<file path="src/rtl/cdc_multibit_tx_sched_pkg.sv">
// Shared types and constants for the multibit CDC transmit scheduler.
package cdc_multibit_tx_sched_pkg;

  typedef enum logic [1:0] {
    IDLE,
    PULSE,
    GAP
  } sched_state_t;

  localparam int unsigned GAP_CNT_W = 8;

  // Index width that stays at least one bit wide for tiny requester counts.
  function automatic int unsigned id_width(input int unsigned n);
    return (n <= 2) ? 1 : $clog2(n);
  endfunction

endpackage

</file>
<file path="src/rtl/cdc_multibit_tx_pick.sv">
// Combinational winner selection for the CDC transmit scheduler.
// CDC_MULTIBIT_TX_SCHED_FIXED_PRIO_EN selects lowest-index priority instead of round-robin.
module cdc_multibit_tx_pick
  import cdc_multibit_tx_sched_pkg::*;
#(
  parameter int unsigned NUM_REQ = 4,
  parameter int unsigned ID_W    = id_width(NUM_REQ)
) (
  input  logic [NUM_REQ-1:0] req_valid,
  input  logic [ID_W-1:0]    ptr,
  output logic [NUM_REQ-1:0] grant,
  output logic [ID_W-1:0]    grant_idx,
  output logic               any_valid
);

  assign any_valid = |req_valid;

`ifdef CDC_MULTIBIT_TX_SCHED_FIXED_PRIO_EN

  logic unused_ptr;
  assign unused_ptr = ^ptr;

  // Scan downward so the lowest asserted index is the last one written.
  always_comb begin
    grant     = '0;
    grant_idx = '0;
    for (int i = NUM_REQ - 1; i >= 0; i--) begin
      if (req_valid[i]) begin
        grant     = '0;
        grant[i]  = 1'b1;
        grant_idx = ID_W'(i);
      end
    end
  end

`else

  logic            found;
  logic [ID_W-1:0] idx;

  // Search starts at the pointer and wraps modulo NUM_REQ.
  always_comb begin
    grant     = '0;
    grant_idx = '0;
    found     = 1'b0;
    idx       = '0;
    for (int k = 0; k < NUM_REQ; k++) begin
      idx = ID_W'((32'(ptr) + 32'(k)) % NUM_REQ);
      if (!found && req_valid[idx]) begin
        found      = 1'b1;
        grant[idx] = 1'b1;
        grant_idx  = idx;
      end
    end
  end

`endif

endmodule

</file>
<file path="src/rtl/cdc_multibit_tx_sched.sv">
// Source-domain scheduler sharing one valid-pulse multibit CDC channel among requesters.
// CDC_MULTIBIT_TX_SCHED_FIXED_PRIO_EN switches arbitration to fixed lowest-index priority.
module cdc_multibit_tx_sched
  import cdc_multibit_tx_sched_pkg::*;
#(
  parameter int unsigned           NUM_REQ        = 4,
  parameter int unsigned           DATA_WIDTH     = 8,
  parameter int unsigned           MIN_GAP_CYCLES = 4,
  parameter logic [DATA_WIDTH-1:0] IDLE_DATA      = '0
) (
  input  logic                          clk,
  input  logic                          rst,
  input  logic [NUM_REQ-1:0]            req_valid,
  input  logic [NUM_REQ*DATA_WIDTH-1:0] req_data,
  output logic [NUM_REQ-1:0]            req_ready,
  output logic                          cdc_valid,
  output logic [DATA_WIDTH-1:0]         cdc_data,
  output logic                          busy,
  output logic [id_width(NUM_REQ)-1:0]  grant_id
);

  localparam int unsigned          IdW     = id_width(NUM_REQ);
  localparam logic [IdW-1:0]       LastIdx = IdW'(NUM_REQ - 1);
  localparam logic [GAP_CNT_W-1:0] GapLoad = GAP_CNT_W'(MIN_GAP_CYCLES);

  sched_state_t          state_q;
  logic [IdW-1:0]        rr_ptr_q;
  logic [GAP_CNT_W-1:0]  gap_cnt_q;

  logic [NUM_REQ-1:0]    pick_grant;
  logic [IdW-1:0]        pick_idx;
  logic                  pick_any;
  logic [DATA_WIDTH-1:0] pick_data;
  logic                  accept;

  cdc_multibit_tx_pick #(
    .NUM_REQ (NUM_REQ),
    .ID_W    (IdW)
  ) u_pick (
    .req_valid (req_valid),
    .ptr       (rr_ptr_q),
    .grant     (pick_grant),
    .grant_idx (pick_idx),
    .any_valid (pick_any)
  );

  // Grant is one-hot, so at most one lane contributes.
  always_comb begin
    pick_data = '0;
    for (int i = 0; i < NUM_REQ; i++) begin
      if (pick_grant[i]) begin
        pick_data = req_data[i*DATA_WIDTH +: DATA_WIDTH];
      end
    end
  end

  assign accept    = (state_q == IDLE) && pick_any;
  assign req_ready = accept ? pick_grant : '0;

  always_ff @(posedge clk or posedge rst) begin
    if (rst) begin
      state_q   <= IDLE;
      cdc_valid <= 1'b0;
      cdc_data  <= IDLE_DATA;
      busy      <= 1'b0;
      grant_id  <= '0;
      rr_ptr_q  <= '0;
      gap_cnt_q <= '0;
    end else begin
      unique case (state_q)
        IDLE: begin
          if (accept) begin
            cdc_valid <= 1'b1;
            cdc_data  <= pick_data;
            grant_id  <= pick_idx;
            busy      <= 1'b1;
            rr_ptr_q  <= (pick_idx == LastIdx) ? '0 : pick_idx + IdW'(1);
            state_q   <= PULSE;
          end
        end
        PULSE: begin
          cdc_valid <= 1'b0;
          gap_cnt_q <= GapLoad;
          state_q   <= GAP;
        end
        GAP: begin
          // Payload stays stable until the last gap cycle so the receiver samples it safely.
          if (gap_cnt_q <= GAP_CNT_W'(1)) begin
            gap_cnt_q <= '0;
            busy      <= 1'b0;
            cdc_data  <= IDLE_DATA;
            state_q   <= IDLE;
          end else begin
            gap_cnt_q <= gap_cnt_q - GAP_CNT_W'(1);
          end
        end
        default: begin
          cdc_valid <= 1'b0;
          busy      <= 1'b0;
          cdc_data  <= IDLE_DATA;
          state_q   <= IDLE;
        end
      endcase
    end
  end

endmodule
</file>
<file path="config.mk">
export PLATFORM = sky130hd
export DESIGN_NAME = cdc_multibit_tx_sched
export DESIGN_NICKNAME = d
export VERILOG_FILES = /design/src/rtl/cdc_multibit_tx_sched_pkg.sv /design/src/rtl/cdc_multibit_tx_pick.sv /design/src/rtl/cdc_multibit_tx_sched.sv
export SDC_FILE = /design/constraint.sdc
export NUM_CORES = 1
export LEC_CHECK = 0
export CAP_MARGIN = 40
export CORE_ASPECT_RATIO = 0.5
export CORE_MARGIN = 2
export CORE_UTILIZATION = 30
export CTS_CLUSTER_SIZE = 16
export DETAILED_ROUTE_END_ITERATION = 8
export GPL_TIMING_DRIVEN = 0
export SETUP_SLACK_MARGIN = 0.05
export SKIP_LAST_GASP = 1
export SLEW_MARGIN = 0
export SYNTH_ARGS = -nofsm -noshare
export SYNTH_HDL_FRONTEND = slang
export SYNTH_HIERARCHICAL = 1
export SYNTH_SLANG_ARGS = --single-unit
</file>
<file path="constraint.sdc">
create_clock -name clk -period 7.1 [get_ports clk]
set_input_delay 1.42 -clock clk [delete_from_list [all_inputs] [get_ports clk]]
set_output_delay 1.42 -clock clk [all_outputs]
set_load 0.02 [all_outputs]
</file>
==> results of run 1 <==
## logic make-up (layout without fill, tap and decap cells)
group / Yosys count / in the layout / share of synthesized area, %
buffers and inverters: 34 / 92 / 7.99
AND/OR/NAND/NOR: 36 / 36 / 12.9
AO/OA/AOI/OAI: 75 / 75 / 29.2
adder cells (fa/ha/maj): 11 / 11 / 7.45
XOR/XNOR: 3 / 3 / 1.42
multiplexers: 10 / 10 / 8.53
flip-flops: 24 / 24 / 32.5
## Yosys cell counts, drive strengths merged, types with 4 or more instances
master and instances:
dfrtp 24, inv 21, a21oi 16, a22oi 16, o21ai 13, ha 11, clkbuf 10, nand2 8
o2bb2ai 8, a221o 7, nor2 6, and3 5, mux4 4
## worst reg2reg max path, delay by kind of cell (launching register included)
family | cells | cell delay (ns)
compound gates | 5 | 0.73
mux | 1 | 0.45
simple gates | 1 | 0.24
buf+inv | 5 | 1.22
flops | 1 | 0.43
fa+ha+maj | 1 | 0.27
## stage by stage
step                hold WS (ns)  utilization [%]  setup slack, ns  std cells
finish                     0.485             42.9            0.972        328
global route               0.504             42.9            0.764        328
CTS                        0.490             42.9            0.974        328
detailed placement         0.480             41.5             1.01        324
global placement           0.474             41.2             1.06        323
floorplan                  0.496                -             2.41        193
## state kept, by name, summed over array words and instances, names as in the netlist
name	cells
busy	1
cdc_data	8
cdc_valid	1
gap_cnt_q	8
grant_id	2
rr_ptr_q	2
state_q	2
## final cells by class
class	instances	area, um2	area share, %
clock buffer	4	88.8	3.44
timing repair buffer	54	546	21.2
sequential	24	601	23.3
multi-input combinational	135	1100	42.6
tap	77	96.3	3.74
buffer	13	68.8	2.67
inverter	21	78.8	3.06
## power groups by stage
stage	Sequential, mW	Clock [mW]	Combinational, mW
CTS	0.230	0.134	0.888
global route	0.238	0.141	0.981
finish	0.230	0.131	0.883
global placement	0.230	0	0.870
floorplan	0.251	0	0.624
detailed placement	0.232	0	0.884
## metal layers
metal	track usage, %	vias up
met5	0	-
met4	1.55	0
met3	2.66	2
met2	23.0	35
met1	19.4	769
li1	-	839
## worst max path at each step
stage / slack (ns) / depth (start not counted) / start / end
after floorplan: 2.41 / 8 / req_valid[1] / req_ready[3]
after global placement: 1.06 / 10 / req_valid[3] / req_ready[3]
after detailed placement: 1.01 / 10 / req_valid[3] / req_ready[2]
after CTS: 0.97 / 10 / req_valid[3] / req_ready[2]
after global routing: 0.76 / 10 / req_valid[1] / req_ready[2]
final: 0.97 / 10 / req_valid[3] / req_ready[2]
## cell usage in the layout (no fill, tap or decap), drive strengths merged, types with 3 or more instances in the layout
| cell type | n |
|---|---|
| a21oi | 16 |
| a221o | 7 |
| a22oi | 16 |
| a31oi | 3 |
| and3 | 5 |
| buf | 4 |
| clkbuf | 14 |
| clkdlybuf4s50 | 53 |
| dfrtp | 24 |
| ha | 11 |
| inv | 21 |
| mux2 | 3 |
| mux2i | 3 |
| mux4 | 4 |
| nand2 | 8 |
| nand2b | 3 |
| nor2 | 6 |
| o21ai | 13 |
| o22ai | 3 |
| o2bb2ai | 8 |
==> reports/qor.txt, run 1 <==
Status: complete, no violations
Initial Util: 30.8%
WL met3: 235 um
Post_cts resized: 0
Layout cells sized above 1: 9.56%
Largest net degree at the start of global routing: 14
Clk network pwr share: 10.5%
Required time worst endpoint: 5.68 ns
Sw frac: 46.1%
Final wirelength: 4620 um
Critical setup path kind: in2out
Crit-path max cell delay: 0.61 ns
Top FF cell, synth: dfrtp_1
Syn Nets: 242
Post-cts hold buffer count: 0
CP Launch Type: input pin
Met2 WL post-DR: 2030 um
RSZ-0062 raised after global routing: no
H-Tree Depth: 1
Initial DRC Count: 74
Crit path buf inv count: 4
Final hold vios: 0
GP Congestion: 0.827
Cell Int Power: 0.670 mW
Worst Path Arrival: 4.71 ns
Chip height: 59.5 um
Highest routed layer: met4
Pwr Density: 482 nW/um2
Final setup viols: 0
Clk root buf: clkbuf_16
Slew headroom: 59.4%
Register area share after synthesis: 32.5%
Top Ports: 54
Overall Global Routing Usage: 13.8%
DRC errors left: 0
R2r setup slk: 3.64 ns
Longest Clk Path Bufs: 2
Worst-Skew Late Latency: 0.25 ns
Mapped Cells: 193
Grt total ovfl: 0
Sink Count: 24
Detailed Place HPWL: 3510 um
# rows: 20
Maximum VDD drop: 0.139 mV
Synth Register Bits: 24
R2r endpoint: cdc_data[4]
Worst r2r src: rr_ptr_q[1]
Core Area: 6010 um2
DR pass1 iterations: 6
Area delta synth->final: 39.5%
Worst Hold End: cdc_data[1]
Vias/cell: 5.02
Sequential power share: 18.5%
Post-CTS Setup Bufs: 0
Largest area contributor in the netlist: dfrtp_1
Nets: 301
Reg clk slew, reported paths: 0.06 ns
Post-DP Area: 2490 um2
Actual slew at the worst max-slew pin: 0.600 ns
Initial antenna violation count: 0
Fin crit share: 86.3%
Critical-path top delay cell: clkdlybuf4s50_1
Clock Skews: 0.00244 ns
Hold Crit Start: cdc_data[1]
Fmax: 163 MHz
PortBufs: 53
Crit end category: output pin
Layout Cell Area excl Fill: 2580 um2
Mapped Area: 1850 um2
Slew Limit Fails: 0
Pwr Total: 1.24 mW
Unique masters post-synth: 47
Synthesis warning total: 6
P_leak: 1.08 nW
Delay-heaviest family, CP: buffers and inverters
Number of flops mapped to enable cells by yosys: 0
Synth area leaders: dfrtp_1 32%, ha_1 7.4%, a22oi_1 6.5%
Mapped Avg Cell Area: 9.58 um2
TNS Setup: 0 ns
Fin crit period: 6.13 ns
Vias in the first global route: 1,534
Detail Route Antenna Nets: 0
Worst Hold Class: reg2reg
Cell Chain, Critical Path: clkdlybuf4s50_1, mux4_2, nand2b_4, nor3_4, a22oi_1, o21ai_0, clkbuf_1, clkbuf_1, and3_1, clkdlybuf4s50_1
Combinational power share: 71.0%
Asr flop ratio synth: 100%
CTS tree: yes
Full die area: 6840 um2
Hold Crit Depth: 1
WL/cell: 14.1 um
Via count: 1,645
CP Max Fanout: 10
Die W: 115 um
TritonCTS buffer count: 3
Max-Cap Viols: 0
R2r worst-path depth: 13
Top cell type's share of synthesized area: 32.5%
Metal-1 WL: 2340 um
Filler cell count: 571
Reported net switching power: 0.573 mW
Global-route wire length before repair: 7450 um
Antenna Cells: 0
No activity file was read; power rests on OpenSTA's default activity.
==> run 2, diff against run 1 <==
- CAP_MARGIN: 40 -> 20
==> reports/qor.txt, run 2 (same netlist as run 1, synthesis figures left out) <==
Final hold vios: 0 (unchanged)
Worst-Skew Late Latency: 0.26 ns (was 0.25 ns)
R2r worst-path depth: 13 (unchanged)
Most frequent cells in the layout: 53 x clkdlybuf4s50_1, 24 x dfrtp_1, 21 x inv_1 (unchanged)
Fin crit period: 6.12 ns (was 6.13 ns)
Final setup viols: 0 (unchanged)
Antenna Cells: 0 (unchanged)
Area delta synth->final: 38.7% (was 39.5%)
DR pass1 iterations: 4 (was 6)
Initial DRC Count: 80 (was 74)
Max-Cap Viols: 0 (unchanged)
TNS Setup: 0 ns (unchanged)
Worst Hold Class: reg2reg (unchanged)
DRC errors left: 0 (unchanged)
Overall Global Routing Usage: 14.4% (was 13.8%)
GP Congestion: 0.827 (unchanged)
Maximum VDD drop: 0.125 mV (was 0.139 mV)
CP Max Fanout: 10 (unchanged)
Vias in the first global route: 1,580 (was 1,534)
Nets: 300 (was 301)
Longest Clk Path Bufs: 2 (unchanged)
Full die area: 6840 um2 (unchanged)
Initial Util: 30.8% (unchanged)
Critical-path top delay cell: clkdlybuf4s50_1 (unchanged)
H-Tree Depth: 1 (unchanged)
Worst Hold End: cdc_data[6] (was cdc_data[1])
RSZ-0062 raised after global routing: no (unchanged)
Post-cts hold buffer count: 0 (unchanged)
Most common cell after layout, fill and taps aside: clkdlybuf4s50_1 (unchanged)
Top Ports: 54 (unchanged)
Initial antenna violation count: 0 (unchanged)
Hold Crit Depth: 1 (unchanged)
Biggest regs: cdc_data x8, gap_cnt_q x8 (unchanged)
Core Area: 6010 um2 (unchanged)
Global-route wire length before repair: 7730 um (was 7450 um)
TritonCTS buffer count: 3 (unchanged)
Sink Count: 24 (unchanged)
Detail Route Antenna Nets: 0 (unchanged)
Required time worst endpoint: 5.68 ns (about the same)
Largest net degree at the start of global routing: 25 (was 14)
Clk root buf: clkbuf_16 (unchanged)
Pwr Density: 486 nW/um2 (was 482 nW/um2)
Chip height: 59.5 um (unchanged)
Crit end category: output pin (unchanged)
Delay-heaviest family, CP: buffers and inverters (unchanged)
Via count: 1,638 (was 1,645)
Final hold slack: 0.493 ns (was 0.485 ns)
Grt total ovfl: 0 (unchanged)
Hold Crit Start: cdc_data[6] (was cdc_data[1])
Layout cells sized above 1: 9.20% (was 9.56%)
Status: complete, no violations (unchanged)
Actual slew at the worst max-slew pin: 0.888 ns (was 0.600 ns)
CP Launch Type: input pin (unchanged)
Crit path buf inv count: 4 (unchanged)
Reg clk slew, reported paths: 0.06 ns (about the same)
Fmax: 163 MHz (about the same)
Detailed Place HPWL: 3470 um (was 3510 um)
Final wirelength: 4650 um (was 4620 um)
Die W: 115 um (unchanged)
Post_cts resized: 0 (unchanged)
# rows: 20 (unchanged)
P_leak: 1.07 nW (was 1.08 nW)
Slew headroom: 40.8% (was 59.4%)
Clock Skews: 0.00259 ns (was 0.00244 ns)
Fin crit share: 86.2% (was 86.3%)
CTS tree: yes (unchanged)
PortBufs: 53 (unchanged)
Crit-path max cell delay: 0.61 ns (about the same)
Critical setup path kind: in2out (unchanged)
Cell Chain, Critical Path: clkdlybuf4s50_1, mux4_2, nand2b_4, nor3_4, a22oi_1, o21ai_0, clkbuf_1, clkbuf_1, and3_1, clkdlybuf4s50_1 (unchanged)
Vias/cell: 5.01 (was 5.02)
Slew Limit Fails: 0 (unchanged)
Worst r2r src: rr_ptr_q[1] (unchanged)
R2r setup slk: 3.64 ns (about the same)
Post-CTS Setup Bufs: 0 (unchanged)
R2r endpoint: cdc_data[7] (was cdc_data[4])
Worst Path Arrival: 4.70 ns (was 4.71 ns)
WL/cell: 14.2 um (was 14.1 um)
run 2: per-layer routing:
layer,global-route usage [%],wire (um)
met1,19.9,2300
met2,23.6,2040
met3,2.35,246
met4,4.13,56
met5,0,0
run 2: report_power, final:
part | switching, mW | internal [mW]
registers | 0.0403 | 0.189
clock network | 0.0467 | 0.0861
logic | 0.489 | 0.394
run 2: stage by stage:
stage / util, % / cells / area, um2 / power (mW) / worst slack [ns]
global route: 42.7 / 327 / 2560 / 1.37 / 0.788
finish: 42.7 / 327 / 2560 / 1.24 / 0.979
detailed placement: 41.2 / 323 / 2470 / 1.11 / 1.02
global placement: 41.2 / 323 / 2470 / 1.10 / 1.06
floorplan: - / 193 / 1850 / 0.874 / 2.41
CTS: 42.7 / 327 / 2560 / 1.25 / 0.989
run 2: cell type report:
cell class	count	area, um2
timing repair buffer	53	531
clock buffer	4	88.8
inverter	21	78.8
buffer	13	68.8
tap	77	96.3
multi-input combinational	135	1100
fill	574	3440
sequential	24	601
run 2: worst max path at each step:
stage,start,end,cells past startpoint
2_1_floorplan,req_valid[1],req_ready[3],8
3_3_place_gp,req_valid[3],req_ready[3],10
3_5_place_dp,req_valid[3],req_ready[2],10
4_1_cts,req_valid[3],req_ready[2],10
5_1_grt,req_valid[3],req_ready[2],10
6_report,req_valid[3],req_ready[2],10
==> run 3, diff against run 2 <==
- CAP_MARGIN: 20 -> not set
==> results of run 3 <==
The final DEF is identical to that of run 2; final timing and power are the same.
